--- src/rtl/ram_access_arbiter_pkg.sv ---
// rtl/ram_access_arbiter_pkg.sv - shared state encoding and requester IDs for the RAM access arbiter
//
// Purpose : package ram_arb_pkg, imported by ram_access_arbiter and rr_pick2.
// Contents: state_e  - 2-bit FSM encoding (ST_IDLE, ST_ACCESS, ST_RESP)
//           REQ0/REQ1 - requester ID constants carried in the latched command
package ram_arb_pkg;

   typedef enum logic [1:0] {
      ST_IDLE   = 2'd0,
      ST_ACCESS = 2'd1,
      ST_RESP   = 2'd2
   } state_e;

   localparam logic REQ0 = 1'b0;
   localparam logic REQ1 = 1'b1;

endpackage

--- src/rtl/ram_access_arbiter_rr_pick2.sv ---
// rtl/ram_access_arbiter_rr_pick2.sv - two-way pick with a favoured-requester pointer
//
// Purpose : chooses one of two valid requesters; on contention the one named
//           by ptr_i wins, otherwise the single valid requester wins.
// Ports   : valid_i [1:0] in  - request valid per requester
//           ptr_i         in  - favoured requester on contention
//           grant_o [1:0] out - one-hot grant (all zero when nothing is valid)
module rr_pick2
   import ram_arb_pkg::*;
(
   input  logic [1:0] valid_i,
   input  logic       ptr_i,
   output logic [1:0] grant_o
);

   always_comb begin
      grant_o    = 2'b00;
      grant_o[0] = valid_i[0] & (~valid_i[1] | (ptr_i == REQ0));
      grant_o[1] = valid_i[1] & (~valid_i[0] | (ptr_i == REQ1));
   end

endmodule

--- src/rtl/ram_access_arbiter.sv ---
// rtl/ram_access_arbiter.sv - shares a 4-word RAM between two requesters
//
// Purpose : round-robin arbiter, one RAM access per grant. IDLE offers ready
//           combinationally, ACCESS drives the RAM for one cycle, RESP returns
//           read data with a one-cycle rvalid pulse to the winner.
// Config  : ARB_FIXED_PRIORITY_EN - when defined req0 always wins on
//           contention and no round-robin pointer is kept.
// Ports   : clk, rst_n (async, active low)
//           reqN_valid/we/addr/wdata in  - command from requester N
//           reqN_ready               out - command accepted this cycle
//           reqN_rvalid/rdata        out - read response for requester N
//           mem_en/addr/we/wdata     out - RAM controls, zero outside ACCESS
//           mem_rdata                in  - RAM read data, same cycle as mem_en
module ram_access_arbiter
   import ram_arb_pkg::*;
#(
   parameter int ADDR_W = 2,
   parameter int DATA_W = 4
) (
   input  logic              clk,
   input  logic              rst_n,
   input  logic              req0_valid,
   input  logic              req0_we,
   input  logic [ADDR_W-1:0] req0_addr,
   input  logic [DATA_W-1:0] req0_wdata,
   output logic              req0_ready,
   output logic              req0_rvalid,
   output logic [DATA_W-1:0] req0_rdata,
   input  logic              req1_valid,
   input  logic              req1_we,
   input  logic [ADDR_W-1:0] req1_addr,
   input  logic [DATA_W-1:0] req1_wdata,
   output logic              req1_ready,
   output logic              req1_rvalid,
   output logic [DATA_W-1:0] req1_rdata,
   output logic              mem_en,
   output logic [ADDR_W-1:0] mem_addr,
   output logic              mem_we,
   output logic [DATA_W-1:0] mem_wdata,
   input  logic [DATA_W-1:0] mem_rdata
);

   state_e              state_q, state_d;
   logic                we_q, we_d;
   logic [ADDR_W-1:0]   addr_q, addr_d;
   logic [DATA_W-1:0]   wdata_q, wdata_d;
   logic                id_q, id_d;
   logic [DATA_W-1:0]   rdata_q, rdata_d;
   logic [1:0]          grant;

`ifdef ARB_FIXED_PRIORITY_EN
   rr_pick2 u_pick (
      .valid_i ({req1_valid, req0_valid}),
      .ptr_i   (REQ0),
      .grant_o (grant)
   );
`else
   logic                rr_ptr_q, rr_ptr_d;

   rr_pick2 u_pick (
      .valid_i ({req1_valid, req0_valid}),
      .ptr_i   (rr_ptr_q),
      .grant_o (grant)
   );

   always_ff @(posedge clk or negedge rst_n) begin
      if (!rst_n) begin
         rr_ptr_q <= REQ0;
      end else begin
         rr_ptr_q <= rr_ptr_d;
      end
   end
`endif

   always_ff @(posedge clk or negedge rst_n) begin
      if (!rst_n) begin
         state_q <= ST_IDLE;
         we_q    <= 1'b0;
         addr_q  <= '0;
         wdata_q <= '0;
         id_q    <= REQ0;
         rdata_q <= '0;
      end else begin
         state_q <= state_d;
         we_q    <= we_d;
         addr_q  <= addr_d;
         wdata_q <= wdata_d;
         id_q    <= id_d;
         rdata_q <= rdata_d;
      end
   end

   always_comb begin
      state_d     = state_q;
      we_d        = we_q;
      addr_d      = addr_q;
      wdata_d     = wdata_q;
      id_d        = id_q;
      rdata_d     = rdata_q;
`ifndef ARB_FIXED_PRIORITY_EN
      rr_ptr_d    = rr_ptr_q;
`endif
      req0_ready  = 1'b0;
      req1_ready  = 1'b0;
      req0_rvalid = 1'b0;
      req1_rvalid = 1'b0;
      mem_en      = 1'b0;
      mem_addr    = '0;
      mem_we      = 1'b0;
      mem_wdata   = '0;

      case (state_q)
         ST_ACCESS: begin
            mem_en    = 1'b1;
            mem_addr  = addr_q;
            mem_we    = we_q;
            mem_wdata = wdata_q;
            if (we_q) begin
               state_d = ST_IDLE;
            end else begin
               rdata_d = mem_rdata;
               state_d = ST_RESP;
            end
         end
         ST_RESP: begin
            req0_rvalid = (id_q == REQ0);
            req1_rvalid = (id_q == REQ1);
            state_d     = ST_IDLE;
         end
         default: begin
            // Ready is combinational from valid; gating with rst_n keeps it
            // low while reset is held even though the state already reads IDLE.
            if (rst_n) begin
               req0_ready = grant[0];
               req1_ready = grant[1];
            end
            if (grant[0]) begin
               we_d     = req0_we;
               addr_d   = req0_addr;
               wdata_d  = req0_wdata;
               id_d     = REQ0;
`ifndef ARB_FIXED_PRIORITY_EN
               rr_ptr_d = REQ1;
`endif
               state_d  = ST_ACCESS;
            end else if (grant[1]) begin
               we_d     = req1_we;
               addr_d   = req1_addr;
               wdata_d  = req1_wdata;
               id_d     = REQ1;
`ifndef ARB_FIXED_PRIORITY_EN
               rr_ptr_d = REQ0;
`endif
               state_d  = ST_ACCESS;
            end else begin
               state_d  = ST_IDLE;
            end
         end
      endcase
   end

   // Both requesters see the same held read register; rvalid says whose it is.
   assign req0_rdata = rdata_q;
   assign req1_rdata = rdata_q;

endmodule

--- config.mk ---
export PLATFORM = sky130hd
export DESIGN_NAME = ram_access_arbiter
export DESIGN_NICKNAME = d
export VERILOG_FILES = /design/src/rtl/ram_access_arbiter_pkg.sv /design/src/rtl/ram_access_arbiter_rr_pick2.sv /design/src/rtl/ram_access_arbiter.sv
export SDC_FILE = /design/constraint.sdc
export NUM_CORES = 1
export LEC_CHECK = 0
export CAP_MARGIN = 20
export CORE_AREA = 2 2 51 48
export DETAILED_ROUTE_END_ITERATION = 12
export DIE_AREA = 0 0 53 50
export MAX_ROUTING_LAYER = met4
export PLACE_DENSITY = 0.88
export SYNTH_ARGS = -nofsm -noshare
export SYNTH_HDL_FRONTEND = slang
export SYNTH_HIERARCHICAL = 1
export SYNTH_SLANG_ARGS = --single-unit
--- constraint.sdc ---
create_clock -name clk -period 3.75 [get_ports clk]
set_clock_uncertainty 0.2 [all_clocks]
set_input_delay 0.75 -clock clk [delete_from_list [all_inputs] [get_ports clk]]
set_output_delay 0.75 -clock clk [all_outputs]
set_load 0.005 [all_outputs]
==> impl_results.md, run 1 <==
- Tot Pwr: 966 uW
- Hold-fix buffers at CTS: 0
- Clock transition at path regs: 0.08 ns
- Final instance area: between 0.001 and 0.0015 sq mm
- Synth Warn #: 6
- Net switching power: 340 uW
- Post-Place Worst Slack: 0.513 ns
- Share of layout cells above drive strength 1: 14.3%
- Synth top area cells: dfrtp_1, mux2_4, and2_2, buf_4, o22ai_1
- Final Hold Fails: 0
- Area post-placement: 0.00124 sq mm
- Seq/Total Area, Yosys: 44.5%
- Port bufs: 41
- Worst endpoint required time: 2.80 ns
- DR top layer: met4
- Initial DRC Count: 21
- GPL Wtd Cong: 0.792
- DRT Pass-1 Iters: 4
- CORE AREA: 0.00210 sq mm
- Mapped Area: 843 sq um
- Clock buffer depth: 2
- Row cnt: 16
- Sink Count: 15
- Initial Util: 40.1%
- Routed met1 length: ~900 um
- Worst slew pin tran: roughly 0.56 ns
- Arr. time, crit path: about 2.3 ns
- Pin count of the biggest net entering global routing: 20
- Post-cts repair resize count: 0
- Yosys cell types: 21
- RSZ-0062 raised after global routing: no
- Per-cell routed wire length: 14.2 um
- Peak per-stage delay on the critical path: approximately 0.50 ns
- Via/cell ratio: 5.04
- Cell Pwr Density: 762 mW/mm^2
- Relative slew slack: 62.8%
- Most frequent CP cell: clkdlybuf4s50_1
- Die H: 50 um
- Worst R2R Path Depth: 5
- Synth-to-Final Area Change: 50.3%
- Vias post-DR: 736
- Syn avg cell area: 10.5 sq um
- Tot GR Track Use: a little under a fifth
- P_leak: 0.000530 uW
- Setup_tns: 0 ns
- Clock Root Buffer: clkbuf_4
- TritonCTS clock tree: done
- H-tree depth: 1
- Peak VDD IR: between 400 and 500 uV
- Slowest CP cell: clkdlybuf4s50_1
- Drc violations: 0
- Part of the power in registers: 31.6%
- Period utilisation layout: 86.5%
- Hold depth: 1
- Boundary pin count: 42
- Metal3 WL: between 100 and 150 um
- Setup violations, final: 0
- Syn nets: about 110
- Synthesis-stage register bit count: 15
- Max Freq: 308 MHz
- Worst setup EP type: output pin
- Chain of cells forming the critical path: clkdlybuf4s50_1 -> a21boi_1 -> and3_1 -> clkdlybuf4s50_1
- Later-pin clock latency in the skew report: 0.29 ns
- Final Critical Period: roughly 3.2 ns
- Buffer count from post-CTS setup fixing: 0
- N_diodes: 0
- Fin worst setup slack: 0.505 ns
- Die width: ~53 um
- Yosys top cell area share: 44.5%
- Hold crit path type: flop to flop
- Startpoint Class: input pin
- Max-Cap Viols: 0
- WL final: roughly 2100 um
- Slew Viols, Final: 0
- Die ar.: 0.00265 sq mm
- Largest area contributor in the netlist: dfrtp_1
- Switch share: 35.2%
- Met2 wire length: 1040 um
- Clk pwr share: 9.7%
- Final HPWL DP: 1590 um
- Overflow after GRT: 0
- First-pass GRT wire length: 3390 um
- Cells after Synth: 80
- Post-DRT Antenna Nets: 0
- Critical path type: input pin to output pin
- Initial antenna violation count: 0
- Nets: 145
- Number of global-route vias before repair: 708
- Status: finished clean
- Internal Power: 625 uW
- CTS buffer count: 3
- Largest fanout on the critical path: 6
- Comb pwr share: 58.7%
-- cell families after synthesis --
| kind of cell | after synthesis | share of synthesized area, % |
|---|---|---|
| adder cells (fa/ha/maj) | 3 | 4.45 |
| AND/OR/NAND/NOR | 22 | 17.8 |
| AO/OA/AOI/OAI | 24 | 17.1 |
| multiplexers | 4 | 7.12 |
| buffers and inverters | 12 | 9.05 |
| flip-flops | 15 | 44.5 |
-- registers in the layout, indices dropped and copies added (netlist names) --
signal,flops
state_q,2
wdata_q,4
addr_q,2
we_q,1
id_q,1
req0_rdata,4
rr_ptr_q,1
-- area by class of cell --
| type | instances | area [sq um] |
|---|---|---|
| fill | 180 | 835 |
| timing repair buffer | 43 | 425 |
| multi-input combinational | 53 | 392 |
| sequential | 15 | 375 |
| tap | 27 | 33.8 |
| clock buffer | 4 | 26.3 |
| inverter | 4 | 15.0 |
-- placed cells by master, fill, tap and decap left out, types with 4 or more instances in the layout --
cell / count
clkdlybuf4s50_1: 41
dfrtp_1: 15
and2_2: 7
o22ai_1: 7
a21oi_1: 7
nand3b_1: 5
o21ai_0: 5
inv_1: 4
nand2_1: 4
mux2_4: 4
-- per-stage QoR --
stage	util [%]	cells	hold WS (ns)
2_1_floorplan	-	80	0.254
3_3_place_gp	59.0	142	0.293
3_5_place_dp	59.0	142	0.308
4_1_cts	60.3	146	0.333
5_1_grt	60.3	146	0.373
6_report	60.3	146	0.330
-- synth_stat cells, drive strengths merged --
cell / number
o21a: 1
mux2: 4
ha: 3
dfrtp: 15
and3: 2
inv: 4
o22ai: 7
a2bb2oi: 2
and2: 8
a21boi: 2
o21ai: 5
buf: 8
a21oi: 7
nor2b: 2
nand3b: 5
nand2: 4
nand2b: 1
-- final timing paths --
check | from | slack [ns] | to
worst max-delay path | req0_valid | 0.50 | req0_ready
worst min-delay path | we_q$_DFFE_PN0P_ | 0.33 | state_q[1]$_DFF_PN0_
worst max register to register | state_q[0]$_DFF_PN0_ | 1.77 | addr_q[1]$_DFFE_PN0P_
worst min register to register | we_q$_DFFE_PN0P_ | 0.33 | state_q[1]$_DFF_PN0_
max in group asynchronous | rst_n | 2.47 | we_q$_DFFE_PN0P_
min in group asynchronous | rst_n | 0.46 | rr_ptr_q$_DFFE_PN0P_
-- power by group through the flow --
stage / combinational (uW) / sequential [uW] / clock (uW)
finish: 567 / 305 / 93.8
detailed placement: 569 / 308 / 0
CTS: 571 / 305 / 97.5
global placement: 545 / 300 / 0
floorplan: 342 / 295 / 0
global route: 620 / 316 / 108
-- per-layer routing --
metal / GRT usage (%) / vias up
li1: - / 358
met1: 22.8 / 345
met3: 2.12 / 4
met5: - / -
met4: 8.97 / 0
met2: 29.6 / 29
-- critical path: cells and delay by family --
kind            cells  cell delay [ns]
simple gates        1             0.22
buf+inv             2             0.97
compound gates      1             0.36
(Power assumes the default switching activity.)
==> run 2: changes to the inputs <==
--- a/config.mk
+++ b/config.mk
@@ -6,9 +6,9 @@
 export NUM_CORES = 1
 export LEC_CHECK = 0
 export CAP_MARGIN = 20
-export CORE_AREA = 2 2 51 48
+export CORE_AREA = 4 4 53 50
 export DETAILED_ROUTE_END_ITERATION = 12
-export DIE_AREA = 0 0 53 50
+export DIE_AREA = 0 0 57 54
 export MAX_ROUTING_LAYER = met4
 export PLACE_DENSITY = 0.88
 export SYNTH_ARGS = -nofsm -noshare
==> run 2 against run 1 <==
Highest routed layer unchanged. Core utilization is 0.57 points lower. Largest power group unchanged. Largest cell class unchanged. Hold slack got worse by 0.012 ns. Die area grew 16%.
==> impl_results.md, run 2 (synthesized netlist as in run 1, its figures left out) <==
- Status: finished clean (unchanged)
- Critical path origin: req0_valid (unchanged)
- First-pass GRT wire length: 3280 um (was 3390 um)
- Port bufs: 41 (unchanged)
- Clock Root Buffer: clkbuf_4 (unchanged)
- Boundary pin count: 42 (unchanged)
- TritonCTS clock tree: done (unchanged)
- Post-Place Worst Slack: 0.524 ns (was 0.513 ns)
- Final Util: 59.7% (was 60.3%)
- P_leak: 0.000530 uW (unchanged)
- Clock buffer depth: 2 (unchanged)
- Buffer count from post-CTS setup fixing: 0 (unchanged)
- Max Freq: 309 MHz (was 308 MHz)
- Vias post-DR: 717 (was 736)
- Die width: 57 um (was 53 um)
- Overflow after GRT: 0 (unchanged)
- Relative slew slack: 66.3% (was 62.8%)
- CORE AREA: 0.00212 sq mm (was 0.00210 sq mm)
- Worst R2R Path Depth: 5 (unchanged)
- Peak VDD IR: 377 uV (was 418 uV)
- Cell Pwr Density: 753 mW/mm^2 (was 762 mW/mm^2)
- Critical path type: input pin to output pin (unchanged)
- Row cnt: 16 (unchanged)
- Reg2reg end: wdata_q[0]$_DFFE_PN0P_ (was addr_q[1]$_DFFE_PN0P_)
- Worst setup EP type: output pin (unchanged)
- Final Critical Period: 3.24 ns (was 3.25 ns)
- Worst hold slack: 0.318 ns (was 0.330 ns)
- GPL Wtd Cong: 0.777 (was 0.792)
- Tot GR Track Use: 14.4% (was 18.5%)
- Largest fanout on the critical path: 6 (unchanged)
- Reg2reg start: state_q[0]$_DFF_PN0_ (unchanged)
- Max-Cap Viols: 0 (unchanged)
- Commonest non-fill, non-tap cell in the layout: clkdlybuf4s50_1 (unchanged)
- Nets: 145 (unchanged)
- Post-DRT Antenna Nets: 0 (unchanged)
- Clock transition at path regs: 0.08 ns (about the same)
- RSZ-0062 raised after global routing: no (unchanged)
- DRT Pass-1 Iters: 4 (unchanged)
- Die H: 54 um (was 50 um)
- Synth-to-Final Area Change: 50.3% (unchanged)
- Hold crit path type: flop to flop (unchanged)
- Hold-fix buffers at CTS: 0 (unchanged)
- Final Hold Fails: 0 (unchanged)
- Post-cts repair resize count: 0 (unchanged)
- N_diodes: 0 (unchanged)
- Worst endpoint required time: 2.80 ns (about the same)
- Setup violations, final: 0 (unchanged)
- H-tree depth: 1 (unchanged)
- Arr. time, crit path: 2.29 ns (was 2.30 ns)
- Via/cell ratio: 4.91 (was 5.04)
- WL final: 2100 um (was 2080 um)
- Fin worst setup slack: 0.509 ns (was 0.505 ns)
- Slew Viols, Final: 0 (unchanged)
- Per-cell routed wire length: 14.3 um (was 14.2 um)
- Period utilisation layout: 86.4% (was 86.5%)
- Crit path to: req0_ready (unchanged)
- R2R Setup Slk: 1.82 ns (was 1.77 ns)
- Initial DRC Count: 15 (was 21)
- Initial Util: 39.7% (was 40.1%)
- Tot Pwr: 954 uW (was 966 uW)
- Later-pin clock latency in the skew report: 0.27 ns (was 0.29 ns)
- Initial antenna violation count: 0 (unchanged)
- Setup_tns: 0 ns (unchanged)
- Number of global-route vias before repair: 710 (was 708)
- Most frequent cells in the layout: clkdlybuf4s50_1, dfrtp_1, and2_2, o22ai_1, a21oi_1 (unchanged)
- Pin count of the biggest net entering global routing: 20 (unchanged)
- Sink Count: 15 (unchanged)
- Share of layout cells above drive strength 1: 14.3% (unchanged)
- Die ar.: 0.00308 sq mm (was 0.00265 sq mm)
- Startpoint Class: input pin (unchanged)
- Final HPWL DP: 1710 um (was 1590 um)
- Drc violations: 0 (unchanged)
- CTS buffer count: 3 (unchanged)
- Worst slew pin tran: 0.506 ns (was 0.558 ns)
==> run 2: cell counts in the layout (fill, tap and decap cells not counted) <==
Identical to the previous run, type by type.
==> run 2: metrics by stage <==
stage | instances | area [sq um]
after floorplan | 80 | 843
after global placement | 142 | 1240
after global routing | 146 | 1270
after detailed placement | 142 | 1240
after CTS | 146 | 1270
final | 146 | 1270
==> run 2: worst min-delay path by stage <==
stage / from / end / slack, ns / cells past startpoint
floorplan: rst_n / addr_q[0]$_DFFE_PN0P_ / 0.25 / 0
global placement: rr_ptr_q$_DFFE_PN0P_ / rr_ptr_q$_DFFE_PN0P_ / 0.29 / 2
detailed placement: rr_ptr_q$_DFFE_PN0P_ / rr_ptr_q$_DFFE_PN0P_ / 0.30 / 2
CTS: rr_ptr_q$_DFFE_PN0P_ / rr_ptr_q$_DFFE_PN0P_ / 0.32 / 2
global route: req0_rdata[1]$_DFFE_PN0P_ / req0_rdata[1]$_DFFE_PN0P_ / 0.37 / 1
finish: rr_ptr_q$_DFFE_PN0P_ / rr_ptr_q$_DFFE_PN0P_ / 0.32 / 2
==> run 2: area by class of cell <==
cell class,instances,area [sq um]
fill,194,855
timing repair buffer,43,425
multi-input combinational,53,392
sequential,15,375
tap,27,33.8
clock buffer,4,26.3
inverter,4,15.0
==> run 2: where the power goes <==
group / leakage (uW) / switching, uW / internal (uW) / total (uW)
logic: 0.000340 / 218 / 339 / 557
registers: 0.000175 / 64.3 / 245 / 309
clock network: 0.0000150 / 46.4 / 41.2 / 87.6
==> run 2: critical path, stage by stage <==
cell and delay (ns):
clkdlybuf4s50_1 0.47, a21boi_1 0.35, and3_1 0.22, clkdlybuf4s50_1 0.50
==> run 2: metal layers <==
layer / share of wire (%) / vias up / track usage (%)
met3: 5.3 / 2 / 1.68
li1: - / 356 / -
met5: 0 / - / -
met4: 0.91 / 0 / 6.95
met1: 44 / 331 / 17.3
met2: 50 / 28 / 24.3
==> run 3: changes to the inputs <==
--- a/config.mk
+++ b/config.mk
@@ -11,6 +11,7 @@
 export DIE_AREA = 0 0 57 54
 export MAX_ROUTING_LAYER = met4
 export PLACE_DENSITY = 0.88
+export REMOVE_ABC_BUFFERS = 1
 export SYNTH_ARGS = -nofsm -noshare
 export SYNTH_HDL_FRONTEND = slang
 export SYNTH_HIERARCHICAL = 1
==> run 3 against run 2 <==
Register-to-register slack got worse by 0.03 ns. Fmax grew 2.3%. Sequential cell count unchanged. Setup slack better by 0.072 ns. Clock-buffer cell count shrank 1. Die area stayed put. Via count up 2.0%. Wire length up 2.5%. Hold slack improved by 0.0049 ns. Design area up 1.3%. Core utilization increased by 0.77 points. Cell count increased by 1.4%. Critical endpoint unchanged. Highest routed layer unchanged.
==> impl_results.md, run 3 (synthesized netlist as in run 1, its figures left out) <==
- Per-cell routed wire length: 14.5 um (was 14.3 um)
- Slowest CP cell: clkdlybuf4s50_1 (unchanged)
- Chain of cells forming the critical path: clkdlybuf4s50_1 -> a21boi_1 -> buf_4 -> and3_1 -> clkdlybuf4s50_1 (was clkdlybuf4s50_1 -> a21boi_1 -> and3_1 -> clkdlybuf4s50_1)
- Setup_tns: 0 ns (unchanged)
- Critical path type: input pin to output pin (unchanged)
- Buf/Inv on CP: 3 (was 2)
- Most frequent CP cell: clkdlybuf4s50_1 (unchanged)
- Buffer count from post-CTS setup fixing: 0 (unchanged)
- Cell Pwr Density: 751 mW/mm^2 (was 753 mW/mm^2)
- Fillers: 188 (was 194)
- Clock transition at path regs: 0.09 ns (was 0.08 ns)
- Row cnt: 16 (unchanged)
- Initial Util: 39.7% (unchanged)
- Die width: 57 um (unchanged)
- Later-pin clock latency in the skew report: 0.28 ns (was 0.27 ns)
- Most frequent cells in the layout: clkdlybuf4s50_1, dfrtp_1, and2_2, o22ai_1, a21oi_1 (unchanged)
- Startpoint Class: input pin (unchanged)
- Peak per-stage delay on the critical path: 0.54 ns (was 0.50 ns)
- Max Freq: 316 MHz (was 309 MHz)
- Initial DRC Count: 11 (was 15)
- First-pass GRT wire length: 3280 um (unchanged)
- Final Critical Period: 3.17 ns (was 3.24 ns)
- H-tree depth: 1 (unchanged)
- Overflow after GRT: 0 (unchanged)
- Drc violations: 0 (unchanged)
- N_diodes: 0 (unchanged)
- Worst slew pin tran: 0.562 ns (was 0.506 ns)
- Hold crit path type: flop to flop (unchanged)
- Clock Root Buffer: clkbuf_4 (unchanged)
- Clock buffer depth: 2 (unchanged)
- Die ar.: 0.00308 sq mm (unchanged)
- Boundary pin count: 42 (unchanged)
- Tot GR Track Use: 14.3% (was 14.4%)
- Worst hold slack: 0.323 ns (was 0.318 ns)
- Worst setup EP type: output pin (unchanged)
- Final HPWL DP: 1670 um (was 1710 um)
- DRT Pass-1 Iters: 4 (unchanged)
- Commonest non-fill, non-tap cell in the layout: clkdlybuf4s50_1 (unchanged)
- Sink Count: 15 (unchanged)
- Status: finished clean (unchanged)
- Share of layout cells above drive strength 1: 16.5% (was 14.3%)
- Final instance area: 0.00128 sq mm (was 0.00127 sq mm)
- Period utilisation layout: 84.5% (was 86.4%)
- Worst endpoint required time: 2.80 ns (about the same)
- Largest fanout on the critical path: 6 (unchanged)
- Reg area: 375 sq um (unchanged)
- Max-Cap Viols: 0 (unchanged)
- Arr. time, crit path: 2.22 ns (was 2.29 ns)
- Area post-placement: 0.00126 sq mm (was 0.00124 sq mm)
- Nets: 147 (was 145)
- Synth-to-Final Area Change: 52.2% (was 50.3%)
- CTS buffer count: 3 (unchanged)
- P_leak: 0.000542 uW (was 0.000530 uW)
- Pin count of the biggest net entering global routing: 20 (unchanged)
- Die H: 54 um (unchanged)
- TritonCTS clock tree: done (unchanged)
- Final Hold Fails: 0 (unchanged)
- Hold-fix buffers at CTS: 0 (unchanged)
- Slew Viols, Final: 0 (unchanged)
- GPL Wtd Cong: 0.766 (was 0.777)
- Relative slew slack: 62.5% (was 66.3%)
- Area of the multi-input gates: 392 sq um (unchanged)
- RSZ-0062 raised after global routing: no (unchanged)
- Port bufs: 41 (unchanged)
- Vias post-DR: 731 (was 717)
- Number of global-route vias before repair: 722 (was 710)
- Initial antenna violation count: 0 (unchanged)
- Post-DRT Antenna Nets: 0 (unchanged)
- Post-cts repair resize count: 0 (unchanged)
- Setup violations, final: 0 (unchanged)
- Peak VDD IR: 376 uV (was 377 uV)
- WL final: 2150 um (was 2100 um)
- Final Util: 60.5% (was 59.7%)
- Via/cell ratio: 4.94 (was 4.91)
- CP top delay family: buffers and inverters (unchanged)
- CORE AREA: 0.00212 sq mm (unchanged)
==> run 3: changes by cell type in the layout (fill, tap and decap cells not counted), sizes merged <==
cell / change
clkbuf: -1
buf: +2
clkinv: +1
==> run 3: where the power goes <==
group / internal (uW) / switching, uW
combinational: 342 / 225
clock: 39.6 / 51.4
sequential: 245 / 60.9
total: 627 / 337
==> run 3: stage by stage <==
stage               instances  power, uW  setup WS (ns)
floorplan                  72        583           1.24
global placement          144        855          0.610
detailed placement        144        875          0.608
CTS                       148        970          0.572
global route              148       1030          0.516
finish                    148        964          0.581
==> run 3: area by class of cell <==
cell class                      count  area share, %
Clock buffer                        3           1.75
Clock inverter                      1          0.390
Inverter                            4           1.17
Multi-Input combinational cell     53           30.5
Sequential cell                    15           29.2
Tap cell                           27           2.63
Timing Repair Buffer               45           34.3
==> run 3: final timing paths <==
path | start | to | slack, ns | cells after the start
worst max-delay path | req0_valid | req0_ready | 0.58 | 5
worst min-delay path | rr_ptr_q$_DFFE_PN0P_ | rr_ptr_q$_DFFE_PN0P_ | 0.32 | 2
worst max register to register | state_q[0]$_DFF_PN0_ | wdata_q[0]$_DFFE_PN0P_ | 1.79 | 5
worst min register to register | rr_ptr_q$_DFFE_PN0P_ | rr_ptr_q$_DFFE_PN0P_ | 0.32 | 2
max in group asynchronous | rst_n | state_q[0]$_DFF_PN0_ | 2.45 | 2
min in group asynchronous | rst_n | wdata_q[2]$_DFFE_PN0P_ | 0.50 | 1
==> run 3: worst reg2reg max path: cells and delay by family (launching register included) <==
kind                     cells  cell delay, ns
adder cells (fa/ha/maj)      1            0.64
AND/OR/NAND/NOR              1            0.29
buffers and inverters        1            0.06
AO/OA/AOI/OAI                2            0.26
flip-flops                   1            0.39
==> run 3: routing by layer <==
layer / routed length, um / vias up / global-route usage (%)
li1: - / 359 / -
met1: 888 / 348 / 15.9
met2: 1130 / 20 / 25.9
met3: 90 / 4 / 1.44
met4: 36 / 0 / 6.95
met5: 0 / - / -
